[src/rtl/multicycle_control_fsm.sv]
// -----------------------------------------------------------------------------
// multicycle_control_fsm
//
// Control sequencer that runs the 16-bit CPU datapath in multicycle mode.
// Every instruction steps through FETCH / DECODE / execute / memory /
// write-back states, and this block drives every datapath select and enable.
// Instructions and data share one memory, and any access to it may stall.
//
// Ports
//   clock_i           rising-edge system clock
//   reset_i           asynchronous, active-high reset
//   start_i           leaves IDLE for FETCH; ignored in every other state
//   opcode_i[3:0]     IR[15:12], valid from DECODE onward (IR is held)
//   alu_zero_i        ALU zero flag, used in BRANCH
//   mem_ready_i       memory finishes the current request this cycle
//   mem_req_o         memory access request
//   mem_we_o          1 = write, 0 = read (meaningful only with mem_req_o)
//   mem_addr_src_o    memory address: 0 = PC, 1 = ALUOut
//   ir_write_o        load IR from memory
//   pc_write_o        load PC
//   pc_src_o[1:0]     PC source: 00 = ALU result (PC+2), 01 = ALUOut (target)
//   alu_src_a_o       ALU A: 0 = PC, 1 = rs
//   alu_src_b_o[1:0]  ALU B: 00 = rt, 01 = 2, 10 = sext(imm), 11 = sext(imm)<<1
//   alu_op_o[2:0]     000 add, 001 sub, 010 and, 011 or, 100 nor, 101 xor, 110 slt
//   reg_write_o       register file write enable
//   reg_dst_o         destination register: 0 = rt, 1 = rd
//   mem_to_reg_o      write data: 0 = ALUOut, 1 = memory data
//   halted_o          high while in HALT
//   fault_code_o[1:0] 00 none, 01 illegal opcode/state, 10 memory timeout (sticky)
//   retired_count_o   retired instruction count, saturating
//   state_dbg_o[3:0]  current state encoding
// -----------------------------------------------------------------------------
module multicycle_control_fsm #(
    parameter int COUNT_W   = 16,
    parameter int TIMEOUT   = 15,
    parameter int TIMEOUT_W = 4
) (
    input  logic               clock_i,
    input  logic               reset_i,
    input  logic               start_i,
    input  logic [3:0]         opcode_i,
    input  logic               alu_zero_i,
    input  logic               mem_ready_i,
    output logic               mem_req_o,
    output logic               mem_we_o,
    output logic               mem_addr_src_o,
    output logic               ir_write_o,
    output logic               pc_write_o,
    output logic [1:0]         pc_src_o,
    output logic               alu_src_a_o,
    output logic [1:0]         alu_src_b_o,
    output logic [2:0]         alu_op_o,
    output logic               reg_write_o,
    output logic               reg_dst_o,
    output logic               mem_to_reg_o,
    output logic               halted_o,
    output logic [1:0]         fault_code_o,
    output logic [COUNT_W-1:0] retired_count_o,
    output logic [3:0]         state_dbg_o
);

    typedef enum logic [3:0] {
        S_IDLE     = 4'd0,
        S_FETCH    = 4'd1,
        S_DECODE   = 4'd2,
        S_EXEC_R   = 4'd3,
        S_WB_R     = 4'd4,
        S_EXEC_I   = 4'd5,
        S_WB_I     = 4'd6,
        S_MEM_ADDR = 4'd7,
        S_MEM_RD   = 4'd8,
        S_MEM_WR   = 4'd9,
        S_WB_MEM   = 4'd10,
        S_BRANCH   = 4'd11,
        S_HALT     = 4'd12,
        S_FAULT    = 4'd13
    } state_t;

    localparam logic [2:0] ALU_ADD = 3'b000;
    localparam logic [2:0] ALU_SUB = 3'b001;

    localparam logic [1:0] FAULT_NONE    = 2'b00;
    localparam logic [1:0] FAULT_ILLEGAL = 2'b01;
    localparam logic [1:0] FAULT_TIMEOUT = 2'b10;

    localparam logic [TIMEOUT_W-1:0] WAIT_LIMIT = TIMEOUT_W'(TIMEOUT);

    state_t               state_q, state_d;
    logic [TIMEOUT_W-1:0] wait_cnt_q, wait_cnt_d;
    logic [1:0]           fault_code_q, fault_code_d;
    logic [COUNT_W-1:0]   retired_q, retired_d;

    logic       retire;
    logic [1:0] fault_reason;
    logic       mem_timeout;

    // Request has used its last allowed wait cycle; no ready now means fault.
    assign mem_timeout = (wait_cnt_q == WAIT_LIMIT) && !mem_ready_i;

    // -------------------------------------------------------------------------
    // State register and bookkeeping
    // -------------------------------------------------------------------------
    always_ff @(posedge clock_i or posedge reset_i) begin
        if (reset_i) begin
            state_q      <= S_IDLE;
            wait_cnt_q   <= '0;
            fault_code_q <= FAULT_NONE;
            retired_q    <= '0;
        end else begin
            state_q      <= state_d;
            wait_cnt_q   <= wait_cnt_d;
            fault_code_q <= fault_code_d;
            retired_q    <= retired_d;
        end
    end

    // -------------------------------------------------------------------------
    // Next state and control outputs
    // -------------------------------------------------------------------------
    always_comb begin
        state_d        = state_q;
        retire         = 1'b0;
        fault_reason   = FAULT_NONE;
        mem_req_o      = 1'b0;
        mem_we_o       = 1'b0;
        mem_addr_src_o = 1'b0;
        ir_write_o     = 1'b0;
        pc_write_o     = 1'b0;
        pc_src_o       = 2'b00;
        alu_src_a_o    = 1'b0;
        alu_src_b_o    = 2'b00;
        alu_op_o       = ALU_ADD;
        reg_write_o    = 1'b0;
        reg_dst_o      = 1'b0;
        mem_to_reg_o   = 1'b0;
        halted_o       = 1'b0;

        case (state_q)
            S_IDLE: begin
                if (start_i) begin
                    state_d = S_FETCH;
                end
            end

            S_FETCH: begin
                // Instruction read while the ALU forms PC+2 in parallel.
                mem_req_o   = 1'b1;
                alu_src_b_o = 2'b01;
                if (mem_ready_i) begin
                    ir_write_o = 1'b1;
                    pc_write_o = 1'b1;
                    state_d    = S_DECODE;
                end else if (mem_timeout) begin
                    state_d      = S_FAULT;
                    fault_reason = FAULT_TIMEOUT;
                end
            end

            S_DECODE: begin
                // ALU precomputes the branch target into ALUOut.
                alu_src_b_o = 2'b11;
                case (opcode_i)
                    4'h0, 4'h1, 4'h2, 4'h3,
                    4'h4, 4'h5, 4'h6:        state_d = S_EXEC_R;
                    4'h7:                    state_d = S_EXEC_I;
                    4'h8, 4'h9:              state_d = S_MEM_ADDR;
                    4'hA, 4'hB:              state_d = S_BRANCH;
                    4'hF:                    state_d = S_HALT;
                    default: begin
                        state_d      = S_FAULT;
                        fault_reason = FAULT_ILLEGAL;
                    end
                endcase
            end

            S_EXEC_R: begin
                alu_src_a_o = 1'b1;
                alu_op_o    = opcode_i[2:0];
                state_d     = S_WB_R;
            end

            S_WB_R: begin
                reg_write_o = 1'b1;
                reg_dst_o   = 1'b1;
                retire      = 1'b1;
                state_d     = S_FETCH;
            end

            S_EXEC_I: begin
                alu_src_a_o = 1'b1;
                alu_src_b_o = 2'b10;
                state_d     = S_WB_I;
            end

            S_WB_I: begin
                reg_write_o = 1'b1;
                retire      = 1'b1;
                state_d     = S_FETCH;
            end

            S_MEM_ADDR: begin
                alu_src_a_o = 1'b1;
                alu_src_b_o = 2'b10;
                state_d     = (opcode_i == 4'h9) ? S_MEM_WR : S_MEM_RD;
            end

            S_MEM_RD: begin
                mem_req_o      = 1'b1;
                mem_addr_src_o = 1'b1;
                if (mem_ready_i) begin
                    state_d = S_WB_MEM;
                end else if (mem_timeout) begin
                    state_d      = S_FAULT;
                    fault_reason = FAULT_TIMEOUT;
                end
            end

            S_MEM_WR: begin
                mem_req_o      = 1'b1;
                mem_we_o       = 1'b1;
                mem_addr_src_o = 1'b1;
                if (mem_ready_i) begin
                    retire  = 1'b1;
                    state_d = S_FETCH;
                end else if (mem_timeout) begin
                    state_d      = S_FAULT;
                    fault_reason = FAULT_TIMEOUT;
                end
            end

            S_WB_MEM: begin
                reg_write_o  = 1'b1;
                mem_to_reg_o = 1'b1;
                retire       = 1'b1;
                state_d      = S_FETCH;
            end

            S_BRANCH: begin
                // rs - rt decides; ALUOut already holds the target from DECODE.
                alu_src_a_o = 1'b1;
                alu_op_o    = ALU_SUB;
                pc_src_o    = 2'b01;
                pc_write_o  = (opcode_i == 4'hB) ? !alu_zero_i : alu_zero_i;
                retire      = 1'b1;
                state_d     = S_FETCH;
            end

            S_HALT: begin
                halted_o = 1'b1;
            end

            S_FAULT: begin
                state_d = S_FAULT;
            end

            default: begin
                // Unused encodings are treated as an illegal-state fault.
                state_d      = S_FAULT;
                fault_reason = FAULT_ILLEGAL;
            end
        endcase
    end

    // -------------------------------------------------------------------------
    // Wait counter, sticky fault code and retired counter
    // -------------------------------------------------------------------------
    always_comb begin
        wait_cnt_d   = wait_cnt_q;
        fault_code_d = fault_code_q;
        retired_d    = retired_q;

        // Clearing on every transition covers entry to FETCH/MEM_RD/MEM_WR;
        // the counter is only observed inside those states.
        if (state_d != state_q) begin
            wait_cnt_d = '0;
        end else if (mem_req_o && !mem_ready_i) begin
            wait_cnt_d = wait_cnt_q + TIMEOUT_W'(1);
        end

        if ((state_d == S_FAULT) && (state_q != S_FAULT)) begin
            fault_code_d = fault_reason;
        end

        if (retire && (retired_q != {COUNT_W{1'b1}})) begin
            retired_d = retired_q + COUNT_W'(1);
        end
    end

    assign fault_code_o    = fault_code_q;
    assign retired_count_o = retired_q;
    assign state_dbg_o     = state_q;

endmodule

[config.mk]
export PLATFORM = sky130hd
export DESIGN_NAME = multicycle_control_fsm
export DESIGN_NICKNAME = d
export VERILOG_FILES = /design/src/rtl/multicycle_control_fsm.sv
export SDC_FILE = /design/constraint.sdc
export NUM_CORES = 1
export LEC_CHECK = 0
export BUFFER_PORTS_ARGS = -buffer_cell sky130_fd_sc_hd__buf_2
export CORE_AREA = 3 3 63 65
export CTS_CLUSTER_DIAMETER = 40
export DETAILED_ROUTE_END_ITERATION = 6
export DIE_AREA = 0 0 66 68
export PLACE_DENSITY_LB_ADDON = 0.1
export RECOVER_POWER = 25
export SYNTH_ARGS = -nofsm -noshare
export SYNTH_HDL_FRONTEND = slang
export SYNTH_SLANG_ARGS = --single-unit
[constraint.sdc]
create_clock -name clock_i -period 3.3 [get_ports clock_i]
set_input_delay 0.33 -clock clock_i [delete_from_list [all_inputs] [get_ports clock_i]]
set_output_delay 0.33 -clock clock_i [all_outputs]
set_load 0.005 [all_outputs]
==> impl_results.md <==
- Status: finished, final reports clean
- Routed Antenna Nets: 0
- Net Sw Power: 0.000616 W
- FFs w/ async S/R, synth: 100%
- CTS root buffer: clkbuf_4
- Hold_ws: about 0.19 ns
- Mapped Cells: 192
- Clock buffer count from CTS: 3
- Row cnt: 21
- Slew Limit Fails: 0
- Sequential share of the synthesized area: 37.5%
- Synth unique cells: 58
- Ys flop type: dfrtp_1
- Slew HR: 37.3%
- Drt initial violations: 159
- Largest stage delay on the critical path: 0.87 ns
- Hold Vio Cnt, Final: 0
- Share of the synthesized area in the top cell type: 37.5%
- Cell Area, Placed: 1950 um^2
- Crit-path cells: nor2b_1 -> and3_1 -> a21o_1 -> buf_2
- Finish-stage setup viols: 0
- Seq cells post-synth: 26
- RSZ-0062 raised after global routing: no
- # DRC: 0
- Most common cell after layout, fill and taps aside: buf_2
- Worst setup EP type: output port
- Fmax: 428 MHz
- RePlAce Congestion: 0.851
- Top Ports: 48
- Overflow after GRT: 0
- Setup TNS Final: 0 ns
- Synth Area per Inst: 9.03 um^2
- Pin count of the biggest net entering global routing: 28
- Clock latency at the later pin of the worst-skew pair: 0.32 ns
- Drt wl/cell: 15.2 um
- Bufs on Longest Clock Path: 2
- Input/output buffers: 46
- First-pass GRT wire length: 6960 um
- Area added between synthesis and finish: 15.6%
- Die X: 66 um
- Min-delay worst type: in -> async
- Internal: 0.000801 W
- Final instance area: ~2000 um^2
- Least-Margin Pin Slew: 0.939 ns
- Routed via count: between 1500 and 2000
- Worst Skew: about 0.011 ns
- Core area: 3390 um^2
- Post_cts resized: 0
- Synth area leader: dfrtp_1
- Switching share of power: between 40% and 50%
- Total GRT Usage: 19.8%
- Antenna Cells: 0
- Max_cap viols: 0
- Logic pwr share: 45.6%
- Post-synth EDFFs: 0
- Synth warn: 0
- Peak supply drop: approximately 0.00042 V
- CTS tree: built
- 1st-pass router iterations: 4
- Via density: between 5 and 6
- Power share of the clock group: 15.3%
- Clock Pin Slew Worst Setup and Hold Paths: 0.14 ns
- Final #Nets: 242
- PwrDens: between 700 and 800 nW/um^2
- Hold buffer count at CTS: 0
- DP Worst Slack: 1.09 ns
- Routed WL: 4180 um
- Area contributors post-synth: dfrtp_1 38%, xnor2_1 5.6%, nand3_1 4.6%, a21oi_1 3.5%, and3_1 3.2%
- Commonest cells after routing, fill and taps aside: 46 x buf_2, 26 x dfrtp_1, 16 x nand3_1
- Critical path fanouts, max: 27
- H-tree levels: 1
- Data arrival, critical path: 2.01 ns
- Filler instances: 314
- Pleak: 0.968 nW
- Initial core utilization: 51.2%
- Final period util: 70.8%
- Final core utilization: 59.1%
- CP startpoint kind: flip-flop
- DIE AREA: between 4000 and 5000 um^2
- CP required: 2.97 ns
- Sequential cell fraction of total power: slightly below 40%
- Slowest cell on the critical path: dfrtp_1
- CTS Sinks: 26
- Final setup margin: between 0.9 and 1 ns
- Setup Fix Bufs, Post-CTS: 0
- Critical path class: reg -> out
- Synth Cell Area: 1730 um^2
- Initial antenna violation count: 0
- Min cycle time layout: 2.34 ns
- Die height: a little under 70 um
- Hpwl dp: ~3100 um
- Share of layout cells above drive strength 1: 27.0%
- Vias in the first global route: 1495
- Syn Nets: 203
## logic make-up (layout without fill, tap and decap cells)
family	Yosys count	after routing	synth area share, %
AND/OR/NAND/NOR	86	86	28.1
AO/OA/AOI/OAI	42	42	17.8
flip-flops	26	26	37.5
XOR/XNOR	16	16	8.08
buffers and inverters	16	54	4.91
multiplexers	3	3	1.88
adder cells (fa/ha/maj)	2	2	1.44
other	1	1	0.216
## metal layers
metal | GRT usage, % | part of all wire [%] | wire length [um] | vias up
li1 | - | - | - | 769
met3 | 2.30 | 6.0 | 251 | 4
met4 | 5.84 | 0.79 | 33 | 0
met5 | 0 | 0 | 0 | -
met1 | 25.1 | 42 | 1780 | 760
met2 | 35.4 | 51 | 2120 | 56
## final cells by class
class / instances / area, um^2 / area share (%)
multi-input combinational: 150 / 998 / 49.8
inverter: 4 / 15.0 / 0.749
timing repair buffer: 46 / 230 / 11.5
tap: 46 / 57.6 / 2.87
clock inverter: 1 / 30.0 / 1.50
clock buffer: 3 / 22.5 / 1.12
sequential: 26 / 651 / 32.5
## stage by stage
stage | instances | power [W]
4_1_cts | 276 | 0.00142
5_1_grt | 276 | 0.00154
3_5_place_dp | 272 | 0.00120
6_report | 276 | 0.00142
3_3_place_gp | 272 | 0.00117
2_1_floorplan | 192 | 0.00101
## flip-flops by register name (all words and copies together), names as in the netlist
register,flops
state_dbg_o,4
fault_code_o,2
retired_count_o,16
wait_cnt_q,4
## synth_stat cells, types with 2 or more instances
cell type	n
or3_1	5
nand2_1	10
nand3_1	16
xor2_1	5
and3_1	9
a21o_1	2
nand2b_1	4
buf_6	2
a31oi_1	4
a211oi_1	2
nor2b_1	3
buf_2	5
and2_1	2
nor3b_1	3
and4_1	3
nand4b_1	2
nand4_1	2
dfrtp_1	26
o21ai_0	3
clkbuf_1	4
or2_2	3
nor3_1	3
nor2_1	14
o211ai_1	2
xnor2_1	11
inv_1	3
a21oi_1	12
ha_1	2
## power groups by stage
stage	sequential [W]	clock, W	combinational, W
floorplan	0.000452	0	0.000557
global placement	0.000545	0	0.000629
detailed placement	0.000554	0	0.000645
CTS	0.000548	0.000222	0.000648
global route	0.000574	0.000235	0.000728
finish	0.000553	0.000217	0.000646
## worst max-delay path: cells and delay by family, from the launching register on
family | cells | cell delay (ns)
buffers and inverters | 1 | 0.10
AO/OA/AOI/OAI | 1 | 0.08
flip-flops | 1 | 0.87
AND/OR/NAND/NOR | 2 | 0.62
## final timing paths
| path | startpoint | endpoint | slack (ns) | cells past startpoint |
|---|---|---|---|---|
| max | state_dbg_o[0] | pc_write_o | 0.96 | 4 |
| min | reset_i | state_dbg_o[2] | 0.19 | 2 |
| max reg2reg | state_dbg_o[0] | retired_count_o[15] | 1.02 | 5 |
| min reg2reg | retired_count_o[7] | retired_count_o[7] | 0.50 | 1 |
| max in group asynchronous | reset_i | retired_count_o[15] | 2.53 | 2 |
| min in group clock_i | mem_ready_i | state_dbg_o[1] | 0.42 | 3 |
(Power assumes the default switching activity.)
